<file path="config.mk">
export PLATFORM = sky130hd
export DESIGN_NAME = uart_receiver
export DESIGN_NICKNAME = d
export VERILOG_FILES = /design/src/rtl/uart_pkg.sv /design/src/rtl/sync_2ff.sv /design/src/rtl/uart_receiver.sv
export SDC_FILE = /design/constraint.sdc
export NUM_CORES = 1
export LEC_CHECK = 0
export ABC_AREA = 1
export BUFFER_PORTS_ARGS = -buffer_cell sky130_fd_sc_hd__buf_2
export CORE_MARGIN = 8
export CORE_UTILIZATION = 40
export CTS_CLUSTER_DIAMETER = 50
export CTS_CLUSTER_SIZE = 25
export DETAILED_ROUTE_END_ITERATION = 6
export HOLD_SLACK_MARGIN = 0.1
export PLACE_DENSITY = 0.55
export SLEW_MARGIN = 20
export SYNTH_ARGS = -nofsm -noshare
export SYNTH_HDL_FRONTEND = slang
export SYNTH_SLANG_ARGS = --single-unit
</file>
<file path="constraint.sdc">
create_clock -name clk -period 2.25 [get_ports clk]
set_input_delay 0.225 -clock clk [delete_from_list [all_inputs] [get_ports clk]]
set_output_delay 0.225 -clock clk [all_outputs]
set_load 0.01 [all_outputs]
</file>
<file path="src/rtl/uart_pkg.sv">
// Shared UART definitions: receiver/transmitter state encodings and baud helpers.
package uart_pkg;

  typedef logic [2:0] uart_rx_state_t;

  localparam uart_rx_state_t RX_IDLE      = 3'd0;
  localparam uart_rx_state_t RX_START     = 3'd1;
  localparam uart_rx_state_t RX_DATA      = 3'd2;
  localparam uart_rx_state_t RX_STOP      = 3'd3;
  localparam uart_rx_state_t RX_WAIT_IDLE = 3'd4;

  typedef logic [1:0] uart_tx_state_t;

  localparam uart_tx_state_t TX_IDLE  = 2'd0;
  localparam uart_tx_state_t TX_START = 2'd1;
  localparam uart_tx_state_t TX_DATA  = 2'd2;
  localparam uart_tx_state_t TX_STOP  = 2'd3;

  function automatic int clks_per_bit(input int clk_freq_hz, input int baud);
    return clk_freq_hz / baud;
  endfunction

  // Bits needed to hold a count of 0 .. n-1, never less than one bit.
  function automatic int timer_width(input int n);
    return (n <= 2) ? 1 : $clog2(n);
  endfunction

endpackage

</file>
<file path="src/rtl/sync_2ff.sv">
// Two-flop synchronizer for asynchronous inputs with a configurable reset value.
module sync_2ff #(
  parameter int   WIDTH     = 1,
  parameter logic RESET_VAL = 1'b1
) (
  input  logic             clk,
  input  logic             rst,
  input  logic [WIDTH-1:0] d,
  output logic [WIDTH-1:0] q
);

  logic [WIDTH-1:0] stage1_r;

  // Metastability filter: the first stage may go metastable, the second resolves it.
  always_ff @(posedge clk or negedge rst) begin
    if (!rst) begin
      stage1_r <= {WIDTH{RESET_VAL}};
      q        <= {WIDTH{RESET_VAL}};
    end else begin
      stage1_r <= d;
      q        <= stage1_r;
    end
  end

endmodule

</file>
<file path="src/rtl/uart_receiver.sv">
// 8N1 UART receiver: mid-bit sampling, framing-error detection, one-cycle result strobes.
module uart_receiver
  import uart_pkg::*;
#(
  parameter int CLK_FREQ_HZ = 50000000,
  parameter int BAUD        = 115200
) (
  input  logic       clk,
  input  logic       rst,
  input  logic       serial_in,
  output logic [7:0] RX,
  output logic       RX_ready,
  output logic       frame_error,
  output logic       busy
);

  localparam int CLKS_PER_BIT = clks_per_bit(CLK_FREQ_HZ, BAUD);
  localparam int HALF_BIT     = CLKS_PER_BIT / 2;
  localparam int TIMER_W      = timer_width(CLKS_PER_BIT);

  localparam logic [TIMER_W-1:0] BIT_LAST  = TIMER_W'(CLKS_PER_BIT - 1);
  localparam logic [TIMER_W-1:0] HALF_LAST = TIMER_W'(HALF_BIT - 1);

  logic               line_s;
  uart_rx_state_t     state_r;
  logic [TIMER_W-1:0] timer_r;
  logic [2:0]         bit_idx_r;
  logic [7:0]         shift_r;

  sync_2ff #(
    .WIDTH     (1),
    .RESET_VAL (1'b1)
  ) u_sync (
    .clk (clk),
    .rst (rst),
    .d   (serial_in),
    .q   (line_s)
  );

  assign busy = (state_r != RX_IDLE);

  // Receive FSM; the strobes default low so each pulse lasts exactly one cycle.
  always_ff @(posedge clk or negedge rst) begin
    if (!rst) begin
      state_r     <= RX_IDLE;
      timer_r     <= '0;
      bit_idx_r   <= 3'd0;
      shift_r     <= 8'h00;
      RX          <= 8'h00;
      RX_ready    <= 1'b0;
      frame_error <= 1'b0;
    end else begin
      RX_ready    <= 1'b0;
      frame_error <= 1'b0;
      case (state_r)
        RX_IDLE: begin
          timer_r <= '0;
          if (line_s == 1'b0) begin
            state_r <= RX_START;
          end
        end
        RX_START: begin
          if (timer_r == HALF_LAST) begin
            timer_r   <= '0;
            bit_idx_r <= 3'd0;
            // A start bit that is no longer low at its centre was a glitch.
            state_r   <= (line_s == 1'b0) ? RX_DATA : RX_IDLE;
          end else begin
            timer_r <= timer_r + 1'b1;
          end
        end
        RX_DATA: begin
          if (timer_r == BIT_LAST) begin
            timer_r   <= '0;
            shift_r   <= {line_s, shift_r[7:1]};
            bit_idx_r <= bit_idx_r + 3'd1;
            if (bit_idx_r == 3'd7) begin
              state_r <= RX_STOP;
            end
          end else begin
            timer_r <= timer_r + 1'b1;
          end
        end
        RX_STOP: begin
          if (timer_r == BIT_LAST) begin
            timer_r <= '0;
            if (line_s == 1'b1) begin
              RX       <= shift_r;
              RX_ready <= 1'b1;
              state_r  <= RX_IDLE;
            end else begin
              frame_error <= 1'b1;
              state_r     <= RX_WAIT_IDLE;
            end
          end else begin
            timer_r <= timer_r + 1'b1;
          end
        end
        RX_WAIT_IDLE: begin
          timer_r <= '0;
          if (line_s == 1'b1) begin
            state_r <= RX_IDLE;
          end
        end
        default: begin
          state_r <= RX_IDLE;
          timer_r <= '0;
        end
      endcase
    end
  end

endmodule

</file>
==> impl_metrics.py <==
metrics = {
    "worst_setup_path": {
        "rrSetupSlack_ns": 0.60,
        "r2r_end": "bit_idx_r[1]",
        "cpLargestDelayFamily": "simple AND/OR/NAND/NOR gates",
        "crit_buf_inv": 2,
        "crit_type": "reg2reg",
        "rr_startpoint": "timer_r[0]",
        "start_kind": "flip-flop",
        "end_kind": "flip-flop",
        "cpMostUsedCell": "nand2_1",
        "r2r_cells": 9,
        "crit_path_top_delay_cell": "dfrtp_1",
        "worst-endpoint-required_ns": 2.42,
        "crit_arrival_ns": 1.82,
        "cp_cell_sequence": "ha_1 -> nand2_1 -> nor2_4 -> nand2_2 -> clkinv_2 -> nand2_2 -> inv_1 -> nand2_1 -> nand2_1",
        "cpPeakStageDelay_ns": 0.42,
        "critPathMaxFanout": 21,
    },
    "grt": {
        "top_usage_layer": "met2",
        "use_met3_pct": 4.58,
        "grt_start_max_net_pins": 36,
        "gr-total-overflow": 0,
        "antenna_found_initial": 0,
        "grt_pass1_wl_um": 5000,
        "use_met2_pct": 15.0,
        "grtUsageTotal_pct": 9.88,
        "grt_util_met1_pct": 11.4,
        "grt_pass1_vias": 1152,
    },
    "detailed_routing": {
        "wire_per_inst_um": 11.0,
        "ant_nets": 0,
        "routed_wl_um": 2760,
        "drtPass1Iterations": 4,
        "viasPerCell": 4.59,
        "dr_total_vias": 1153,
        "drc_errors": 0,
        "drt_iter0_markers": 63,
    },
    "place": {
        "gp_congestion": 0.808,
        "hpwlAfterDp_um": 1980,
        "port-buffer-count": 13,
    },
    "synthesis": {
        "ys_seq_area_share_pct": 52.7,
        "ys_types": 25,
        "synth_area_um2": 1670,
        "synth_area_per_cell_um2": 9.21,
        "yosys_register_bits": 35,
        "yosys_warnings": 0,
        "synthCells": 181,
        "syn_nets": 189,
    },
    "cts": {
        "clk_path_buf_depth": 2,
        "cts_tree": "yes",
        "cts_resized": 0,
        "cts_hold_buf": 2,
        "cts_sinks": 35,
        "clkLatencyLatePin_ns": 0.28,
        "post_cts_buffers": 0,
        "cts_made_buffers": 5,
        "clockRootBuffer": "clkbuf_8",
        "clk_pin_slew_ns": 0.06,
        "cts-htree-levels": 2,
    },
    "sta": {
        "finClkSkew_ns": 0.00273,
        "final-setup-viol-count": 0,
        "timing.fmax_mhz": 607,
        "period_share_pct": 73.2,
        "whs_ns": 0.358,
        "min_period_ns": 1.65,
        "rsz0062_at_grt": "false",
        "max_slew_margin_pct": 49.6,
        "tns_ns": 0,
        "slew_viol_final": 0,
        "worstMarginPinSlew_ns": 0.755,
        "hold_viol_final": 0,
    },
    "layout": {
        "antenna_cells": 0,
        "area_delta_synth_final_pct": 11.7,
        "layout-drive-gt1-share_pct": 24.9,
        "nets": 208,
    },
    "power": {
        "peakVddDrop_uv": 256,
        "p_leak_nw": 0.909,
        "cellPowerDensity_nw_per_um2": 578,
    },
    "job": {
        "drv_cap": 0,
    },
    "min_path": {
        "hold_class": "reg2reg",
        "hold_path_end": "u_sync.q",
        "hp-start": "u_sync.stage1_r",
        "worstHoldPathCells": 0,
    },
    "die": {
        "num_rows": 23,
        "dieArea_um2": 6490,
        "chipWidth_um": 80.6,
        "io_pins": 14,
        "fp.coreArea_um2": 4000,
        "die_h_um": 80.6,
        "start_util_pct": 41.7,
    },
    "status": {
        "status": "finished clean",
    },
}
## per-stage QoR
| stage | power, mW | util [%] | setup WS [ns] | cells | instance area (um^2) |
|---|---|---|---|---|---|
| 2_1_floorplan | 0.648 | - | 0.903 | 181 | 1670 |
| 3_3_place_gp | 0.663 | 44.0 | 0.655 | 241 | 1760 |
| 3_5_place_dp | 0.663 | 44.0 | 0.605 | 241 | 1760 |
| 4_1_cts | 1.10 | 46.6 | 0.590 | 251 | 1860 |
| 5_1_grt | 1.13 | 46.6 | 0.396 | 251 | 1860 |
| 6_report | 1.08 | 46.6 | 0.603 | 251 | 1860 |
## synthesized netlist by cell type
cell type   n  area share, %
nand2_1    45             10
dfrtp_1    33             50
inv_1      21            4.7
nor2_1     18            4.1
o21ai_2    14            7.4
nand3_1     9            2.7
ha_1        5            3.8
nand2_2     5            1.9
inv_2       4           0.90
buf_6       3            2.0
nor3_1      3           0.90
xor2_1      3            1.6
a21oi_1     2           0.60
dfstp_2     2            3.2
nor3_2      2            1.2
o21ai_1     2           0.60
xnor2_1     2            1.1
a31oi_1     1           0.38
clkinv_2    1           0.30
nand3_4     1            1.1
nand4_1     1           0.38
nor2_2      1           0.38
nor2_4      1           0.68
o21ai_0     1           0.30
o21bai_1    1           0.45
## sequential cells by signal, indices dropped and copies added, names as in the netlist
register,count
RX,8
RX_ready,1
bit_idx_r,3
frame_error,1
shift_r,8
state_r,3
timer_r,9
u_sync.q,1
u_sync.stage1_r,1
## final cells by class
cell class / instances / area, um^2
tap: 50 / 62.6
inverter: 26 / 98.8
clock buffer: 7 / 76.3
sequential: 35 / 878
multi-input combinational: 117 / 657
fill: 389 / 2140
clock inverter: 1 / 5.00
timing repair buffer: 15 / 85.1
## metal layers
metal	vias to the layer above	part of all wire, %
met3	5	6.3
li1	600	-
met1	530	48
met5	-	0
met2	18	44
met4	0	1.8
## report_power, final
group / internal, mW / leakage, nW / switching [mW]
Combinational: 0.00421 / 0.399 / 0.0133
Sequential: 0.633 / 0.467 / 0.00238
Clock: 0.217 / 0.0422 / 0.207
Total: 0.854 / 0.909 / 0.223
## worst reg2reg max path: cells and delay by family, from the launching register on
| family | cells | cell delay, ns |
|---|---|---|
| flops | 1 | 0.42 |
| fa+ha+maj | 1 | 0.22 |
| buf+inv | 2 | 0.20 |
| simple gates | 6 | 0.70 |
## cell usage in the layout (no fill, tap or decap), types with 2 or more instances in the layout
cell type,Yosys,routed
ha_1,5,5
o21ai_1,2,2
buf_2,0,13
dlygate4sd3_1,0,2
inv_1,21,21
xnor2_1,2,2
clkbuf_1,0,2
inv_2,4,4
o21ai_2,14,14
nand2_1,45,45
clkbuf_8,0,5
nand2_2,5,5
dfstp_2,2,2
nor3_2,2,2
clkinv_2,1,2
dfrtp_1,33,33
a21oi_1,2,2
nor2_1,18,18
xor2_1,3,3
nand3_1,9,9
nor3_1,3,3
## worst max path at each step
stage	cells after the start	endpoint	from
4_1_cts	9	bit_idx_r[1]	timer_r[0]
6_report	9	bit_idx_r[1]	timer_r[0]
3_3_place_gp	9	bit_idx_r[2]	timer_r[0]
3_5_place_dp	9	bit_idx_r[1]	timer_r[0]
2_1_floorplan	10	RX[5]	timer_r[1]
5_1_grt	9	bit_idx_r[2]	timer_r[0]
## cell families after synthesis
kind of cell / after synthesis / share of synthesized area [%]
DFF: 35 / 52.7
and+or+nand+nor: 86 / 23.3
buffers and inverters: 29 / 7.95
xor gates and xnor gates: 5 / 2.63
AOI/OAI and AO/OA: 21 / 9.68
adders and majority gates: 5 / 3.75
Note: power is estimated with default switching activity, not from simulation.
